**src/rtl/rr_sel_arbiter.sv**
```systemverilog
// rtl/rr_sel_arbiter.sv - four-way round-robin arbiter with bounded tenure and break-before-make gap
module rr_sel_arbiter #(
    parameter int MAX_HOLD = 8,
    parameter int CNT_W    = 8
) (
    input  logic       clk,
    input  logic       rst_n,
    input  logic       arb_en,
    input  logic [3:0] req,
    input  logic       owner_release,
    output logic [1:0] sel,
    output logic       sel_valid,
    output logic       timeout,
    output logic       busy
);

    localparam logic [1:0] ST_IDLE  = 2'd0;
    localparam logic [1:0] ST_GRANT = 2'd1;
    localparam logic [1:0] ST_GAP   = 2'd2;

    logic [1:0]       state;
    logic [1:0]       last;
    logic [CNT_W-1:0] hold_cnt;
    logic [1:0]       pick;
    logic             found;
    logic [1:0]       idx;
    logic             hold_limit;
    logic             tenure_end;

    // Scan last+1 .. last+4 (mod 4); the final step revisits last itself.
    always_comb begin
        found = 1'b0;
        pick  = last;
        idx   = last;
        for (int i = 1; i <= 4; i++) begin
            idx = last + 2'(i);
            if (!found && req[idx]) begin
                found = 1'b1;
                pick  = idx;
            end
        end
    end

    assign hold_limit = (hold_cnt == CNT_W'(MAX_HOLD - 1));
    assign tenure_end = owner_release || !req[sel] || hold_limit || !arb_en;

    always_ff @(posedge clk or negedge rst_n) begin
        if (!rst_n) begin
            state     <= ST_IDLE;
            sel       <= 2'b00;
            sel_valid <= 1'b0;
            timeout   <= 1'b0;
            busy      <= 1'b0;
            last      <= 2'b11;
            hold_cnt  <= '0;
        end else begin
            timeout <= 1'b0;
            case (state)
                ST_IDLE: begin
                    if (arb_en && found) begin
                        state     <= ST_GRANT;
                        sel       <= pick;
                        sel_valid <= 1'b1;
                        last      <= pick;
                        hold_cnt  <= '0;
                        busy      <= 1'b1;
                    end
                end
                ST_GRANT: begin
                    if (!arb_en) begin
                        state     <= ST_IDLE;
                        sel_valid <= 1'b0;
                        busy      <= 1'b0;
                    end else if (tenure_end) begin
                        // Release beats the hold limit when both land on the same cycle.
                        state     <= ST_GAP;
                        sel_valid <= 1'b0;
                        timeout   <= hold_limit && !owner_release && req[sel];
                    end else begin
                        hold_cnt <= hold_cnt + 1'b1;
                    end
                end
                ST_GAP: begin
                    state <= ST_IDLE;
                    busy  <= 1'b0;
                end
                default: begin
                    state     <= ST_IDLE;
                    sel_valid <= 1'b0;
                    busy      <= 1'b0;
                end
            endcase
        end
    end

endmodule
```
**config.mk**
```make
export PLATFORM = sky130hd
export DESIGN_NAME = rr_sel_arbiter
export DESIGN_NICKNAME = d
export VERILOG_FILES = /design/src/rtl/rr_sel_arbiter.sv
export SDC_FILE = /design/constraint.sdc
export NUM_CORES = 1
export LEC_CHECK = 0
export BUFFER_PORTS_ARGS = -buffer_cell sky130_fd_sc_hd__clkbuf_2
export CAP_MARGIN = 20
export CORE_MARGIN = 1.5
export CORE_UTILIZATION = 59
export CTS_CLUSTER_SIZE = 25
export DETAILED_ROUTE_END_ITERATION = 8
export PLACE_DENSITY = 0.78
export SYNTH_ARGS = -nofsm -noshare
export SYNTH_HDL_FRONTEND = slang
export SYNTH_SLANG_ARGS = --single-unit
```
**constraint.sdc**
```tcl
create_clock -name clk -period 3.6 [get_ports clk]
set_input_delay 0.18 -clock clk [delete_from_list [all_inputs] [get_ports clk]]
set_output_delay 0.18 -clock clk [all_outputs]
set_load 0.01 [all_outputs]
```
# Word-level counts from Yosys, hierarchy flattened
# Index checks and enable logic that the tools add are counted.
[word_totals]
input_bits = 8
wordCells = 82
ff_bits = 17
[classes]
eq_ne = 8
magnitude_cmp = 5
reduce_logical = 22
muxes = 35
bitwise = 1
n_addsub = 4
[ops]
columns = ["operator", "count"]
rows = [
  ["$mux W8", 3],
  ["$mux W1", 16],
  ["$pmux W8 S2", 1],
  ["$lt A2 B3 Y1 const B", 5],
  ["$mux W2", 7],
  ["$bmux W1 S2", 5],
  ["$add A8 B1 Y8 const B", 1],
  ["$eq A8 B3 Y1 const B", 1],
  ["$ne A2 B2 Y1 const B", 4],
  ["$logic_and A1 B1 Y1", 6],
  ["$logic_not A1 Y1", 6],
  ["$reduce_and A2 Y1", 3],
  ["$add A2 B2 Y2 const B", 2],
  ["$pmux W2 S2", 1],
  ["$reduce_and A4 Y1", 1],
  ["$logic_or A1 B1 Y1", 3],
  ["$ne A3 B3 Y1 const B", 1],
  ["$pmux W1 S3", 1],
  ["$reduce_and A3 Y1", 1],
  ["$add A2 B1 Y2 const B", 1],
  ["$eq A2 B1 Y1 const B", 1],
  ["$eq A2 B2 Y1 const B", 1],
  ["$logic_not A2 Y1", 1],
  ["$pmux W1 S2", 1],
  ["other kinds (2)", 2],
]

# Depth between registers and ports, before layout
[logic_depth]
depth_word = 16
mapped_depth = 6

# Worst setup path after synthesis
# Ideal clock, no wire load.
[synth_path]
kind = "reg-to-reg"
start = "reg hold_cnt[5]"
end = "reg sel_valid"
path_buffers = 1
arrival_ps = 1510
path_slack_ps = 1972
setup_ps = 118
path_stages_with_launch = 6
required_time_ps = 3482
cell_sequence = "dfrtp_1 > or4_1 > o211ai_2 > buf_6 > nand2_1 > a21o_1"
[synth_between]
elab_chain_cells = 5
[synth_lines]
columns = ["item", "line", "rtl"]
rows = [
  ["from (decl)", "23", "logic [CNT_W-1:0] hold_cnt;"],
  ["from (signal assigned)", "80", "hold_cnt <= hold_cnt + 1'b1;"],
  ["$eq A8 B3 Y1", "44", "assign hold_limit = (hold_cnt == CNT_W'(MAX_HOLD - 1));"],
  ["$logic_or A1 B1 Y1 (2 in series)", "45", "assign tenure_end = owner_release || !req[sel] || hold_limit || !arb_en;"],
  ["$ne A3 B3 Y1 (no line)", "n/a", ""],
  ["$reduce_and A3 Y1 (no line)", "n/a", ""],
  ["to (signal assigned)", "51", "sel_valid <= 1'b0;"],
  ["to (signal assigned)", "63", "sel_valid <= 1'b1;"],
  ["to (signal assigned)", "72", "sel_valid <= 1'b0;"],
  ["to (decl)", "12", "output logic sel_valid,"],
]
# Every way passes these cells.
# A chain may end at the register's enable or synchronous reset.

# Worst setup path in the final report
# Same ends and word-level chain as after synthesis.

==> results by group <==
Run status
  – Status: finished, final reports clean

Clocking
  – CTS Buffer Depth: 2
  – H-Tree Depth: 1
  – Worst-path clk slew: 0.10 ns
  – Num CTS Buffers: 3
  – CTS tree: yes
  – Clk_lat worst skew: 0.29 ns
  – Clk root buf: clkbuf_4
  – TritonCTS Sinks: 17
  – PostCTS Resize Cnt: 0

STA
  – Max_slew headroom: between 50 and 60%
  – Skew final: 0.00502 ns
  – Fin crit period: roughly 1.8 ns
  – Fin crit share: 51.3%
  – Final Hold Fails: 0
  – Final Slew Violations: 0
  – Max Fclk: between 0.5 and 0.6 GHz
  – Setup TNS: 0 ns
  – Fin worst setup slack: ~1.8 ns
  – Final setup fails: 0
  – RSZ-0062 raised after global routing: no
  – Worst Max-Slew Pin Slew: ~0.63 ns

Drt
  – Detail Route Antenna Nets: 0
  – Via/cell ratio: 6.41
  – Total Wirelength: 1810 um
  – Drt initial violations: 12
  – Routed wire per std cell: between 10 and 15 um
  – # DRC: 0
  – DRT Pass-1 Iters: 4
  – Vias: around 790

Die
  – Core area: between 1000 and 1500 um^2
  – Initial core utilization: a little over three fifths
  – Die area: approximately 1800 um^2
  – Die height: between 40 and 50 um
  – I/O pin cnt: 13
  – # rows: 14
  – Die Wd: between 40 and 50 um

Yosys
  – Post-synth EDFFs: 0
  – Main synth FF type: dfrtp_1
  – Syn nets: 100
  – Top cell type by total area after synthesis: dfrtp_1
  – Top cell type's share of synthesized area: between 40% and 50%
  – Post-synthesis register bit count: 17
  – Syn. warnings: 0
  – Commonest cells post-synth: dfrtp_1 (15), nand2_1 (9), a21oi_1 (7)
  – Synth cell types: 35
  – Post-Syn Area: between 900 and 1000 um^2
  – Ys async rst share: 100%
  – Syn_area_per_cell: just over 10 um^2
  – Main area contributors after synthesis: dfrtp_1 (40%), dfstp_2 (5.7%), or4_1 (4.0%)
  – Most frequent cell after synthesis: dfrtp_1
  – Cells after synthesis: a little over 90
  – Sequential share of the synthesized area: 46.0%

Final layout
  – Sequential cell area: ~430 um^2
  – Area growth from synthesis to layout: 11.4%
  – Final core area utilization: a little over two thirds
  – Antenna cells: 0
  – Filler Cell Count: ~120
  – Fin nets: roughly 120
  – Layout cells sized above 1: around a quarter
  – Multi-input logic area: 475 um^2

Placed design
  – Placed wire-length estimate: about 1400 um
  – Dpl ws: approximately 1.8 ns
  – GPL Wtd Cong: roughly 0.85
  – Port-buffer cells: 12

Worst setup path
  – Cell family with most CP delay: simple AND/OR/NAND/NOR gates
  – Worst Path Arrival: ~2 ns
  – CP endpoint kind: register
  – Worst Path Required: about 3.8 ns
  – Critical Path Fanout Max: 12
  – Slowest stage cell, crit path: or4_1
  – Crit-path cells: or4_1 > o211ai_2 > nand2_1 > a21o_1
  – Largest stage delay on the critical path: ~0.56 ns
  – Worst setup SP type: register
  – Crit Path Category: register to register
  – Crit path buf inv count: 0

Global route
  – Initial antenna violation count: 0
  – Largest net degree at the start of global routing: 18
  – Total GRT Usage: a little under a quarter
  – Vias in the first global route: slightly above 700
  – Final global-route overflow total: 0
  – First-pass GRT wire length: between 3000 and 4000 um

Power and ir drop
  – Leakage: roughly 0.46 nW
  – Power per cell area: approximately 530 nW/um^2
  – Max rail drop VDD: 0.321 mV

Hold path
  – Tightest Hold Check Type: primary input to register

Run
  – Max Cap Violations: 0
[cells by family (layout without fill, tap and decap cells)]
logic type                 Yosys count  in the layout  synth area share [%]
and+or+nand+nor                     40             40                  25.3
AOI/OAI and AO/OA                   27             27                  22.1
DFF                                 17             17                  46.0
buffers and inverters                5             21                  2.83
adders and majority gates            1              1                  1.35
muxes                                1              1                  2.42
[power by group]
group          internal [mW]  switching, mW
combinational         0.0785         0.0826
sequential             0.242         0.0454
clock                 0.0413         0.0598
[through the flow]
step	hold slack [ns]	cell area, um^2	instances	total power, mW
2_1_floorplan	-0.116	930	91	0.396
3_3_place_gp	0.130	998	118	0.445
3_5_place_dp	0.130	998	118	0.451
4_1_cts	0.198	1040	123	0.553
5_1_grt	0.233	1040	123	0.586
6_report	0.205	1040	123	0.549
[placed cells by master, fill, tap and decap left out, types with 4 or more instances in the layout]
master,count
a21oi_1,7
inv_1,4
clkbuf_2,12
nor2_1,4
nand2_1,9
dfrtp_1,15
o31ai_1,4
or4_1,5
o21a_1,4
[what timing repair did]
action,in CTS,in global routing
hold buffers,1,0
setup buffers,0,0
endpoints found under the hold margin,15,0
[tightest hold or removal path: cells and delay by family]
family                 cells  cell delay [ns]
AND/OR/NAND/NOR            1             0.09
AO/OA/AOI/OAI              1             0.07
buffers and inverters      1             0.12
[layer usage]
metal | GRT usage (%) | share of wire (%) | vias up
li1 | - | - | 387
met1 | 33.0 | 46 | 370
met2 | 34.8 | 46 | 23
met3 | 3.83 | 3.4 | 8
met4 | 15.0 | 3.8 | 0
met5 | 0 | 0 | -
[final cells by class]
| class | instances | area share (%) |
|---|---|---|
| multi-input combinational | 69 | 45.9 |
| sequential | 17 | 41.3 |
| timing repair buffer | 13 | 6.76 |
| tap | 16 | 1.93 |
| clock inverter | 1 | 0.483 |
| inverter | 4 | 1.45 |
| clock buffer | 3 | 2.17 |
[sequential cells by signal (all words and copies together), names as in the netlist]
| register | flops |
|---|---|
| last | 2 |
| state | 2 |
| busy | 1 |
| hold_cnt | 8 |
| timeout | 1 |
| sel_valid | 1 |
| sel | 2 |
[path summary, 6_finish.rpt]
| kind | slack [ns] | end | start | cells past startpoint |
|---|---|---|---|---|
| max | 1.75 | sel_valid | hold_cnt[5] | 4 |
| min | 0.21 | busy | arb_en | 3 |
| max reg2reg | 1.75 | sel_valid | hold_cnt[5] | 4 |
| min reg2reg | 0.49 | sel_valid | sel_valid | 1 |
| max in group asynchronous | 2.93 | last[0] | rst_n | 2 |
| min in group asynchronous | 0.34 | state[0] | rst_n | 2 |
Power figures use the tool's default switching activity.
